===== src/rtl/dir_command_gen_pkg.sv =====
// Shared direction codes and FSM encodings for the pushbutton command path and grid tracker.
package dir_command_gen_pkg;

  localparam int unsigned KEY_W = 4;
  localparam int unsigned DIR_W = 3;

  typedef enum logic [DIR_W-1:0] {
    DIR_IDLE  = 3'b000,
    DIR_UP    = 3'b001,
    DIR_DOWN  = 3'b010,
    DIR_RIGHT = 3'b011,
    DIR_LEFT  = 3'b100
  } dir_code_e;

  typedef enum logic [1:0] {
    ST_IDLE = 2'b00,
    ST_EMIT = 2'b01,
    ST_HOLD = 2'b10
  } cmd_state_e;

  function automatic logic is_onehot(input logic [KEY_W-1:0] k);
    return (k != '0) && ((k & (k - KEY_W'(1))) == '0);
  endfunction

  // Bit order matches key_n: [0]=Up, [1]=Down, [2]=Right, [3]=Left.
  function automatic dir_code_e key_code(input logic [KEY_W-1:0] k);
    dir_code_e c;
    c = DIR_IDLE;
    if (k[0])      c = DIR_UP;
    else if (k[1]) c = DIR_DOWN;
    else if (k[2]) c = DIR_RIGHT;
    else if (k[3]) c = DIR_LEFT;
    return c;
  endfunction

endpackage


===== src/rtl/dir_command_gen_key_debounce.sv =====
// Two-flop synchroniser plus stability counter for one active-low pushbutton.
module key_debounce #(
  parameter int unsigned DEBOUNCE_CYCLES = 500000,
  parameter int unsigned CNT_W           = 20
) (
  input  logic clk,
  input  logic resetn,
  input  logic key_n,
  output logic level
);

  localparam logic [CNT_W-1:0] CNT_LAST = CNT_W'(DEBOUNCE_CYCLES - 1);

  logic [1:0]       sync_q;
  logic [CNT_W-1:0] cnt_q;
  logic             sync_act_c;

  assign sync_act_c = ~sync_q[1];

  always_ff @(posedge clk or negedge resetn) begin
    if (!resetn) begin
      sync_q <= 2'b11;
      cnt_q  <= '0;
      level  <= 1'b0;
    end else begin
      sync_q <= {sync_q[0], key_n};
      // Level flips only after DEBOUNCE_CYCLES consecutive disagreeing samples.
      if (sync_act_c == level) begin
        cnt_q <= '0;
      end else if (cnt_q == CNT_LAST) begin
        level <= sync_act_c;
        cnt_q <= '0;
      end else begin
        cnt_q <= cnt_q + CNT_W'(1);
      end
    end
  end

endmodule


===== src/rtl/dir_command_gen.sv =====
// Turns four debounced pushbuttons into single-cycle direction commands with optional auto-repeat.
module dir_command_gen #(
  parameter int unsigned DEBOUNCE_CYCLES = 500000,
  parameter int unsigned REPEAT_CYCLES   = 0,
  parameter int unsigned CNT_W           = 20
) (
  input  logic       clk,
  input  logic       resetn,
  input  logic [3:0] key_n,
  output logic [2:0] dir,
  output logic       dir_valid,
  output logic [3:0] pressed
);

  import dir_command_gen_pkg::*;

  localparam logic [CNT_W-1:0] REP_LAST = CNT_W'(REPEAT_CYCLES - 1);

  cmd_state_e       state_q;
  logic [3:0]       held_q;
  logic [3:0]       prev_q;
  logic [CNT_W-1:0] rep_cnt_q;
  logic             one_hot_c;

  for (genvar i = 0; i < 4; i++) begin : g_key
    key_debounce #(
      .DEBOUNCE_CYCLES (DEBOUNCE_CYCLES),
      .CNT_W           (CNT_W)
    ) u_key_debounce (
      .clk    (clk),
      .resetn (resetn),
      .key_n  (key_n[i]),
      .level  (pressed[i])
    );
  end

  assign one_hot_c = is_onehot(pressed);

  // held_q remembers the button that issued the last command; only that button may repeat.
  always_ff @(posedge clk or negedge resetn) begin
    if (!resetn) begin
      state_q   <= ST_IDLE;
      dir       <= DIR_IDLE;
      dir_valid <= 1'b0;
      held_q    <= '0;
      prev_q    <= '0;
      rep_cnt_q <= '0;
    end else begin
      dir       <= DIR_IDLE;
      dir_valid <= 1'b0;
      prev_q    <= pressed;
      case (state_q)
        ST_IDLE: begin
          rep_cnt_q <= '0;
          if (one_hot_c) begin
            state_q   <= ST_EMIT;
            dir       <= key_code(pressed);
            dir_valid <= 1'b1;
            held_q    <= pressed;
          end else if (pressed != '0) begin
            state_q <= ST_HOLD;
            held_q  <= '0;
          end
        end
        ST_EMIT: begin
          state_q   <= ST_HOLD;
          rep_cnt_q <= '0;
        end
        ST_HOLD: begin
          if (pressed == '0) begin
            state_q   <= ST_IDLE;
            rep_cnt_q <= '0;
          end else if (REPEAT_CYCLES == 0 || pressed != held_q || pressed != prev_q) begin
            rep_cnt_q <= '0;
          end else if (rep_cnt_q == REP_LAST) begin
            state_q   <= ST_EMIT;
            dir       <= key_code(pressed);
            dir_valid <= 1'b1;
            rep_cnt_q <= '0;
          end else begin
            rep_cnt_q <= rep_cnt_q + CNT_W'(1);
          end
        end
        default: state_q <= ST_IDLE;
      endcase
    end
  end

endmodule


===== config.mk =====
export PLATFORM = sky130hd
export DESIGN_NAME = dir_command_gen
export DESIGN_NICKNAME = d
export VERILOG_FILES = /design/src/rtl/dir_command_gen_pkg.sv /design/src/rtl/dir_command_gen_key_debounce.sv /design/src/rtl/dir_command_gen.sv
export SDC_FILE = /design/constraint.sdc
export NUM_CORES = 1
export LEC_CHECK = 0
export CELL_PAD_IN_SITES_DETAIL_PLACEMENT = 0
export CELL_PAD_IN_SITES_GLOBAL_PLACEMENT = 1
export CORE_UTILIZATION = 40
export CTS_CLUSTER_SIZE = 14
export DETAILED_ROUTE_END_ITERATION = 8
export GPL_ROUTABILITY_DRIVEN = 0
export PLACE_DENSITY = 0.76
export SYNTH_ARGS = -nofsm -noshare
export SYNTH_HDL_FRONTEND = slang
export SYNTH_HIERARCHICAL = 1
export SYNTH_SLANG_ARGS = --single-unit

===== constraint.sdc =====
create_clock -name clk -period 2.9 [get_ports clk]
set_clock_uncertainty 0.2 [all_clocks]
set_input_delay 0.58 -clock clk [delete_from_list [all_inputs] [get_ports clk]]
set_output_delay 0.58 -clock clk [all_outputs]
set_load 0.005 [all_outputs]

==> results of run 1 <==
==> registers in the layout, indices dropped and copies added, names as in the netlist <==
| name | cells |
|---|---|
| state_q | 2 |
| g_key.u_key_debounce/cnt_q | 80 |
| g_key.u_key_debounce/sync_q | 8 |
| dir_valid | 1 |
| dir | 3 |
| g_key.u_key_debounce/level | 4 |
==> metrics by stage <==
stage                     setup WS, ns  hold WS (ns)
final                            0.507       -0.0108
after global routing             0.426        0.0261
after CTS                        0.489       0.00713
after detailed placement         0.643         0.147
after global placement           0.664         0.146
after floorplan                   1.02        0.0844
==> how the worst min path moves through the flow <==
stage | from | end | slack, ns | depth (start not counted)
final | resetn | g_key[2].u_key_debounce/cnt_q[10]$_DFF_PN0_ | -0.01 | 1
after global routing | resetn | g_key[2].u_key_debounce/cnt_q[8]$_DFF_PN0_ | 0.03 | 1
after CTS | resetn | g_key[2].u_key_debounce/cnt_q[10]$_DFF_PN0_ | 0.007 | 1
after detailed placement | g_key[1].u_key_debounce/sync_q[0]$_DFF_PN1_ | g_key[1].u_key_debounce/sync_q[1]$_DFF_PN1_ | 0.15 | 0
after global placement | g_key[0].u_key_debounce/sync_q[0]$_DFF_PN1_ | g_key[0].u_key_debounce/sync_q[1]$_DFF_PN1_ | 0.15 | 0
after floorplan | resetn | dir[0]$_DFF_PN0_ | 0.08 | 0
==> cell families (layout without fill, tap and decap cells) <==
kind of cell,Yosys count,in the layout,share of synthesized area [%]
buf+inv,28,48,2.57
xor+xnor,63,63,11.2
compound gates,47,47,6.47
simple gates,225,225,27.7
mux,4,4,0.815
fa+ha+maj,4,4,1.02
flops,98,98,50.1
==> layout make-up <==
type / instances / share of cell area (%)
Clock buffer: 10 / 4.31
Clock inverter: 6 / 2.05
Inverter: 16 / 1.08
Multi-Input combinational cell: 343 / 41.9
Sequential cell: 98 / 44.4
Tap cell: 147 / 3.32
Timing Repair Buffer: 16 / 2.93
==> Yosys cell counts, drive strengths merged <==
master	n
and2	1
xnor2	39
nor3	9
a211oi	2
nand2b	4
nand2	12
nor4	21
nor4bb	4
or2	4
o21ai	6
nor4b	6
nor3b	1
or3	5
or4	12
dfstp	8
nand3	28
inv	16
and4	4
nand3b	4
xor2	24
o31ai	17
nand4	28
buf	12
a21oi	16
and3	4
dfrtp	90
o21bai	4
ha	4
nor2	78
o311a	2
mux2i	4
==> where the power goes <==
part	switching [mW]	internal [mW]	total [mW]	leakage (nW)
logic	0.0572	0.0268	0.0841	0.665
clock network	0.517	0.867	1.38	0.165
registers	0.0201	1.39	1.41	1.33
==> per-layer routing <==
metal	part of all wire, %	routed length (um)	GRT usage, %
met4	1.8	164	6.67
met1	48	4360	19.8
met3	2.7	244	4.66
met5	0	0	0
met2	47	4240	26.1
==> flow_metrics.tcl, run 1 <==
set metrics [dict create \
    status "complete, but fails checks" \
    failed_checks "DRC, hold timing" \
    numPortBuffers 13 \
    cts_tree "yes" \
    initialDrtViolationCount 131 \
    path_max_fanout 12 \
    yosysUniqueCellTypes 37 \
    cts_buffers 9 \
    required_ns 2.12 \
    fill_cells 1144 \
    hold_class "input port to async pin" \
    final_util_pct 46.2 \
    synth_area_per_cell_sq_um 10.5 \
    reg2reg_from "g_key[3].u_key_debounce/cnt_q[0]$_DFF_PN0_" \
    cts_resized 0 \
    cp_cell_sequence "clkdlybuf4s50_1" \
    yosysSeqAreaShare_pct 50.1 \
    htree_levels 3 \
    final.period_utilization_pct 82.5 \
    nets 494 \
    power.total_mw 2.88 \
    rrSetupSlack_ns 0.67 \
    ir_drop_uv 532 \
    worstMarginPinSlew_ns 0.681 \
    syn_nets 479 \
    fin_area_sq_um 5540 \
    final_cell_mix "dfrtp_1, nor2_1, xnor2_1" \
    hpwl_um 6110 \
    track_usage_pct 16.0 \
    ctsHoldBuffers 0 \
    grt_pass1_vias 3488 \
    ff2ff_path_depth 5 \
    syn_to_final_growth_pct 12.9 \
    holdWs_ns -0.0108 \
    num_vias 3465 \
    regArea_sq_um 2460 \
    arrival_ns 1.61 \
    post_dp_cell_area_sq_um 5190 \
    crit_cells 1 \
    fin_setup_tns_ns 0 \
    start_util_pct 40.9 \
    r2r_end "g_key[3].u_key_debounce/cnt_q[12]$_DFF_PN0_" \
    synthCells 469 \
    maxCapViolations 0 \
    yosysWarningCount 6 \
    ys_ff_latch 98 \
    synth_area_sq_um 4910 \
    fin_crit_ns 2.39 \
    post_drt_via_cell_ratio 5.45 \
    grt_first_pass_wirelength_um 16100 \
    die-area_sq_um 12700 \
    insertion_delay_ns 0.35 \
    critPathBufInv 1 \
    grt_overflow 0 \
    startpoint "g_key[2].u_key_debounce/level$_DFFE_PN0P_" \
    cts.clk_slew.worst_paths_ns 0.07 \
    rows 40 \
    synth_top_cell_by_area "dfrtp_1" \
    critPathCaptureType "output pin" \
    grt_start_max_net_pins 62 \
    die_h_um 113 \
    crit_path_end "pressed[2]" \
    dieWidth_um 113 \
    netlist.area_leader.share_pct 45.9 \
    synth.area.top_cells "dfrtp_1, xnor2_1, nor2_1" \
    max_clock_freq_ghz 0.418 \
    cts_setup_buffers 0 \
    routedWlPerCell_um 14.2 \
    crit_family "flip-flops" \
    final_max_slew_viol_count 0 \
    coreArea_sq_um 12000 \
    routed_wl_um 9010 \
    diodes 0 \
    setup_viol 0 \
    relSlewSlack_pct 54.6 \
    placedCellCount 620 \
    rsz0062_at_grt "no" \
    crit_path_start_kind "flip-flop" \
    cts-root-buf "clkbuf_16" \
    p_leak_nw 2.16 \
    instances_no_fill 636 \
    ant_nets 0 \
    hold_viol 7 \
    clock-sinks 98 \
    antenna_found_initial 0 \
    powerDensity_nw_per_um2 519 \
    route.detailed.drc 1 \
    drive_above_1_share_pct 11.0 \
    final_common_cell "dfrtp_1" \
    cp_slowest_cell "dfrtp_1" \
    multi_input_area_sq_um 2320 \
    clock_path_buffers 2 \
    drt-pass1-iter-count 6 \
    ios 14 \
    worst-setup-path-type "flip-flop to output pin" \
    slowest_delay_ns 0.67 \
]
Note: power is estimated with default switching activity, not from simulation.
==> run 2, diff against run 1 <==
Clock period 2.9 ns to 2.46 ns, I/O delays scaled along.
==> flow_metrics.tcl, run 2 (synthesis gave the netlist of run 1 again) <==
set metrics [dict create \
    cp_cell_sequence "clkdlybuf4s50_1" \
    hpwl_um 6140 \
    track_usage_pct 15.3 \
    cp_slowest_cell "dfrtp_1" \
    drt-pass1-iter-count 4 \
    final.period_utilization_pct 91.6 \
    rsz0062_at_grt "no" \
    slowest_delay_ns 0.63 \
    nets 500 \
    routedWlPerCell_um 13.8 \
    cts-root-buf "clkbuf_16" \
    numPortBuffers 13 \
    ant_nets 0 \
    dieWidth_um 113 \
    critPathBufInv 1 \
    grt_pass1_vias 3410 \
    coreArea_sq_um 12000 \
    route.detailed.drc 0 \
    ios 14 \
    fin_crit_ns 2.25 \
    final_cell_mix "dfrtp_1, nor2_1, xnor2_1" \
    initialDrtViolationCount 169 \
    crit_family "flip-flops" \
    largestRegisters "g_key.u_key_debounce/cnt_q: 80 flops, g_key.u_key_debounce/sync_q: 8 flops, g_key.u_key_debounce/level: 4 flops" \
    fin_area_sq_um 5560 \
    die_h_um 113 \
    post_drt_via_cell_ratio 5.37 \
    routed_wl_um 8840 \
    ir_drop_uv 332 \
    hold_viol 0 \
    clock-sinks 98 \
    final_common_cell "dfrtp_1" \
    start_util_pct 40.9 \
    cts_tree "yes" \
    diodes 0 \
    clock_path_buffers 2 \
    htree_levels 3 \
    powerDensity_nw_per_um2 575 \
    grt_first_pass_wirelength_um 15700 \
    cts_resized 0 \
    max_clock_freq_ghz 0.444 \
    required_ns 1.77 \
    cts_setup_buffers 0 \
    hold_class "flip-flop to flip-flop" \
    cts.clk_slew.worst_paths_ns 0.06 \
    status "complete, no violations" \
    largest_reg_flops 80 \
    drive_above_1_share_pct 11.5 \
    setup_viol 0 \
    antenna_found_initial 0 \
    worst-setup-path-type "flip-flop to output pin" \
    post_dp_cell_area_sq_um 5240 \
    maxCapViolations 0 \
    cts_buffers 9 \
    path_max_fanout 12 \
    p_leak_nw 2.18 \
    final_max_slew_viol_count 0 \
    arrival_ns 1.56 \
    die-area_sq_um 12700 \
    syn_to_final_growth_pct 13.2 \
    holdWs_ns 0.156 \
    num_vias 3445 \
    critPathCaptureType "output pin" \
    top_register "g_key.u_key_debounce/cnt_q" \
    grt_start_max_net_pins 63 \
    crit_path_start_kind "flip-flop" \
    fin_setup_tns_ns 0 \
    worstMarginPinSlew_ns 0.466 \
    rrSetupSlack_ns 0.34 \
    grt_overflow 0 \
    rows 40 \
    insertion_delay_ns 0.33 \
    relSlewSlack_pct 68.9 \
]
run 2: cell type report:
cell class	instances	area, sq um
timing repair buffer	22	223
multi-input combinational	343	2320
tap	147	184
clock buffer	13	260
sequential	98	2460
fill	1106	6450
inverter	16	60.1
clock inverter	3	47.5
run 2: path summary, 6_finish.rpt:
check | startpoint | to | depth (start not counted)
max | g_key[1].u_key_debounce/level$_DFFE_PN0P_ | pressed[1] | 1
max reg2reg | g_key[3].u_key_debounce/cnt_q[0]$_DFF_PN0_ | g_key[3].u_key_debounce/cnt_q[3]$_DFF_PN0_ | 6
max in group asynchronous | resetn | g_key[0].u_key_debounce/sync_q[1]$_DFF_PN1_ | 3
min in group asynchronous | resetn | g_key[2].u_key_debounce/cnt_q[8]$_DFF_PN0_ | 3
min reg2reg | g_key[1].u_key_debounce/sync_q[0]$_DFF_PN1_ | g_key[1].u_key_debounce/sync_q[1]$_DFF_PN1_ | 0
min | g_key[1].u_key_debounce/sync_q[0]$_DFF_PN1_ | g_key[1].u_key_debounce/sync_q[1]$_DFF_PN1_ | 0
run 2: what timing repair did:
action,CTS,global route
hold buffers,1,0
endpoints found under the setup margin,0,0
endpoints found under the hold margin,90,0
run 2: routing by layer:
metal | global-route usage, % | vias up | part of all wire (%)
met3 | 2.57 | 10 | 1.9
li1 | - | 1733 | -
met4 | 6.22 | 0 | 1.4
met2 | 25.0 | 29 | 47
met1 | 20.2 | 1673 | 49
met5 | 0 | - | 0
run 2: stage by stage:
step           utilization [%]  setup slack [ns]  instances  total power, mW
2_1_floorplan                -             0.577        469             1.74
3_3_place_gp              43.6             0.398        625             1.80
3_5_place_dp              43.6             0.331        625             1.80
4_1_cts                   46.3             0.181        642             3.26
5_1_grt                   46.3             0.118        642             3.34
6_report                  46.3             0.207        642             3.20
run 2: report_power, final:
part	internal, mW	total, mW	switching, mW	leakage, nW
combinational	0.0390	0.107	0.0677	0.699
sequential	1.64	1.66	0.0239	1.33
clock	0.848	1.43	0.578	0.150
total	2.53	3.20	0.670	2.18
==> run 3, diff against run 2 <==
Settings changed: CAP_MARGIN from default to 20, CORE_MARGIN from default to 3.
==> flow_metrics.tcl, run 3 (synthesis gave the netlist of run 1 again) <==
set metrics [dict create \
    max_clock_freq_ghz 0.438 \
    critPathBufInv 1 \
    crit_path_start_kind "flip-flop" \
    num_vias 3473 \
    post_drt_via_cell_ratio 5.41 \
    post_dp_cell_area_sq_um 5250 \
    fin_setup_tns_ns 0 \
    route.detailed.drc 0 \
    start_util_pct 41.9 \
    cts_tree "yes" \
    grt_first_pass_wirelength_um 16200 \
    placedCellCount 625 \
    pwr-share-clk_pct 42.7 \
    syn_to_final_growth_pct 12.8 \
    cts.clk_slew.worst_paths_ns 0.06 \
    maxCapViolations 0 \
    htree_levels 3 \
    coreArea_sq_um 11700 \
    largest_reg_flops 80 \
    largestRegisters "g_key.u_key_debounce/cnt_q: 80 flops, g_key.u_key_debounce/sync_q: 8 flops, g_key.u_key_debounce/level: 4 flops" \
    arrival_ns 1.59 \
    diodes 0 \
    grt_overflow 0 \
    cts-root-buf "clkbuf_16" \
    routed_wl_um 9170 \
    hpwl_um 6380 \
    worst-setup-path-type "flip-flop to output pin" \
    rsz0062_at_grt "no" \
    status "complete, no violations" \
    crit_cells 1 \
    p_leak_nw 2.18 \
    die_h_um 117 \
    cp_slowest_cell "dfrtp_1" \
    path_max_fanout 12 \
    hold_viol 0 \
    drt-pass1-iter-count 4 \
    track_usage_pct 14.9 \
    power_switching_mw 0.673 \
    clock_path_buffers 2 \
    top_register "g_key.u_key_debounce/cnt_q" \
    pwr-share-seq_pct 53.7 \
    min_path_cells 0 \
    rows 39 \
    setup_viol 0 \
    ios 14 \
    final_cell_mix "dfrtp_1, nor2_1, xnor2_1" \
    switching_share_pct 21.7 \
    p_int_mw 2.42 \
    insertion_delay_ns 0.35 \
    drive_above_1_share_pct 12.0 \
    relSlewSlack_pct 67.9 \
    antenna_found_initial 0 \
    nets 504 \
    fin_area_sq_um 5540 \
    die-area_sq_um 13600 \
    critPathCaptureType "output pin" \
    p_comb_share_pct 3.6 \
    hold_class "flip-flop to flip-flop" \
    clock-sinks 98 \
    final_max_slew_viol_count 0 \
    slowest_delay_ns 0.64 \
    ir_drop_uv 423 \
    crit_family "flip-flops" \
    instances_no_fill 642 \
    routedWlPerCell_um 14.3 \
    required_ns 1.77 \
    grt_pass1_vias 3464 \
    dieWidth_um 117 \
    final_common_cell "dfrtp_1" \
    ff2ff_path_depth 5 \
    worstMarginPinSlew_ns 0.482 \
    numPortBuffers 13 \
    ant_nets 0 \
    fin_crit_ns 2.28 \
    grt_start_max_net_pins 41 \
    final.period_utilization_pct 92.8 \
    cts_buffers 9 \
    powerDensity_nw_per_um2 558 \
    cp_cell_sequence "clkdlybuf4s50_1" \
    initialDrtViolationCount 178 \
]
## run 3: final timing paths
kind	start	end	slack (ns)
max	g_key[1].u_key_debounce/level$_DFFE_PN0P_	pressed[1]	0.18
min	g_key[0].u_key_debounce/sync_q[0]$_DFF_PN1_	g_key[0].u_key_debounce/sync_q[1]$_DFF_PN1_	0.15
max reg2reg	g_key[1].u_key_debounce/cnt_q[0]$_DFF_PN0_	g_key[1].u_key_debounce/cnt_q[18]$_DFF_PN0_	0.48
min reg2reg	g_key[0].u_key_debounce/sync_q[0]$_DFF_PN1_	g_key[0].u_key_debounce/sync_q[1]$_DFF_PN1_	0.15
max in group asynchronous	resetn	g_key[1].u_key_debounce/sync_q[0]$_DFF_PN1_	1.04
min in group asynchronous	resetn	g_key[3].u_key_debounce/cnt_q[11]$_DFF_PN0_	0.41
## run 3: stage by stage
| stage | hold slack (ns) | util, % | worst slack, ns | total power, mW |
|---|---|---|---|---|
| after floorplan | -0.00359 | - | 0.577 | 1.74 |
| after global placement | 0.146 | 44.9 | 0.544 | 1.80 |
| after detailed placement | 0.147 | 44.9 | 0.486 | 1.81 |
| after CTS | 0.156 | 47.3 | 0.165 | 3.16 |
| after global routing | 0.156 | 47.3 | 0.0968 | 3.24 |
| final | 0.155 | 47.3 | 0.177 | 3.09 |
## run 3: routing by layer
| metal | vias up | global-route usage, % | routed length [um] |
|---|---|---|---|
| met5 | - | 0 | 0 |
| met4 | 0 | 5.28 | 83 |
| met3 | 6 | 4.01 | 266 |
| met2 | 38 | 23.5 | 4280 |
| met1 | 1686 | 19.8 | 4540 |
| li1 | 1743 | - | - |
## run 3: layout make-up
type,count,area (sq um)
tap,143,179
sequential,98,2460
inverter,16,60.1
timing repair buffer,26,240
fill,1115,6170
clock buffer,14,264
multi-input combinational,343,2320
clock inverter,2,12.5
## run 3: power by group through the flow
stage | logic (mW) | clock network, mW | registers, mW
finish | 0.110 | 1.32 | 1.66
floorplan | 0.0475 | 0 | 1.69
global placement | 0.112 | 0 | 1.69
CTS | 0.115 | 1.38 | 1.66
global route | 0.128 | 1.44 | 1.67
detailed placement | 0.113 | 0 | 1.69
## run 3: what timing repair did
action / CTS / global route
resized for setup: 0 / 0
hold endpoints to repair: 24 / 0
hold buffers: 1 / 0
buffers inserted: 0 / 0
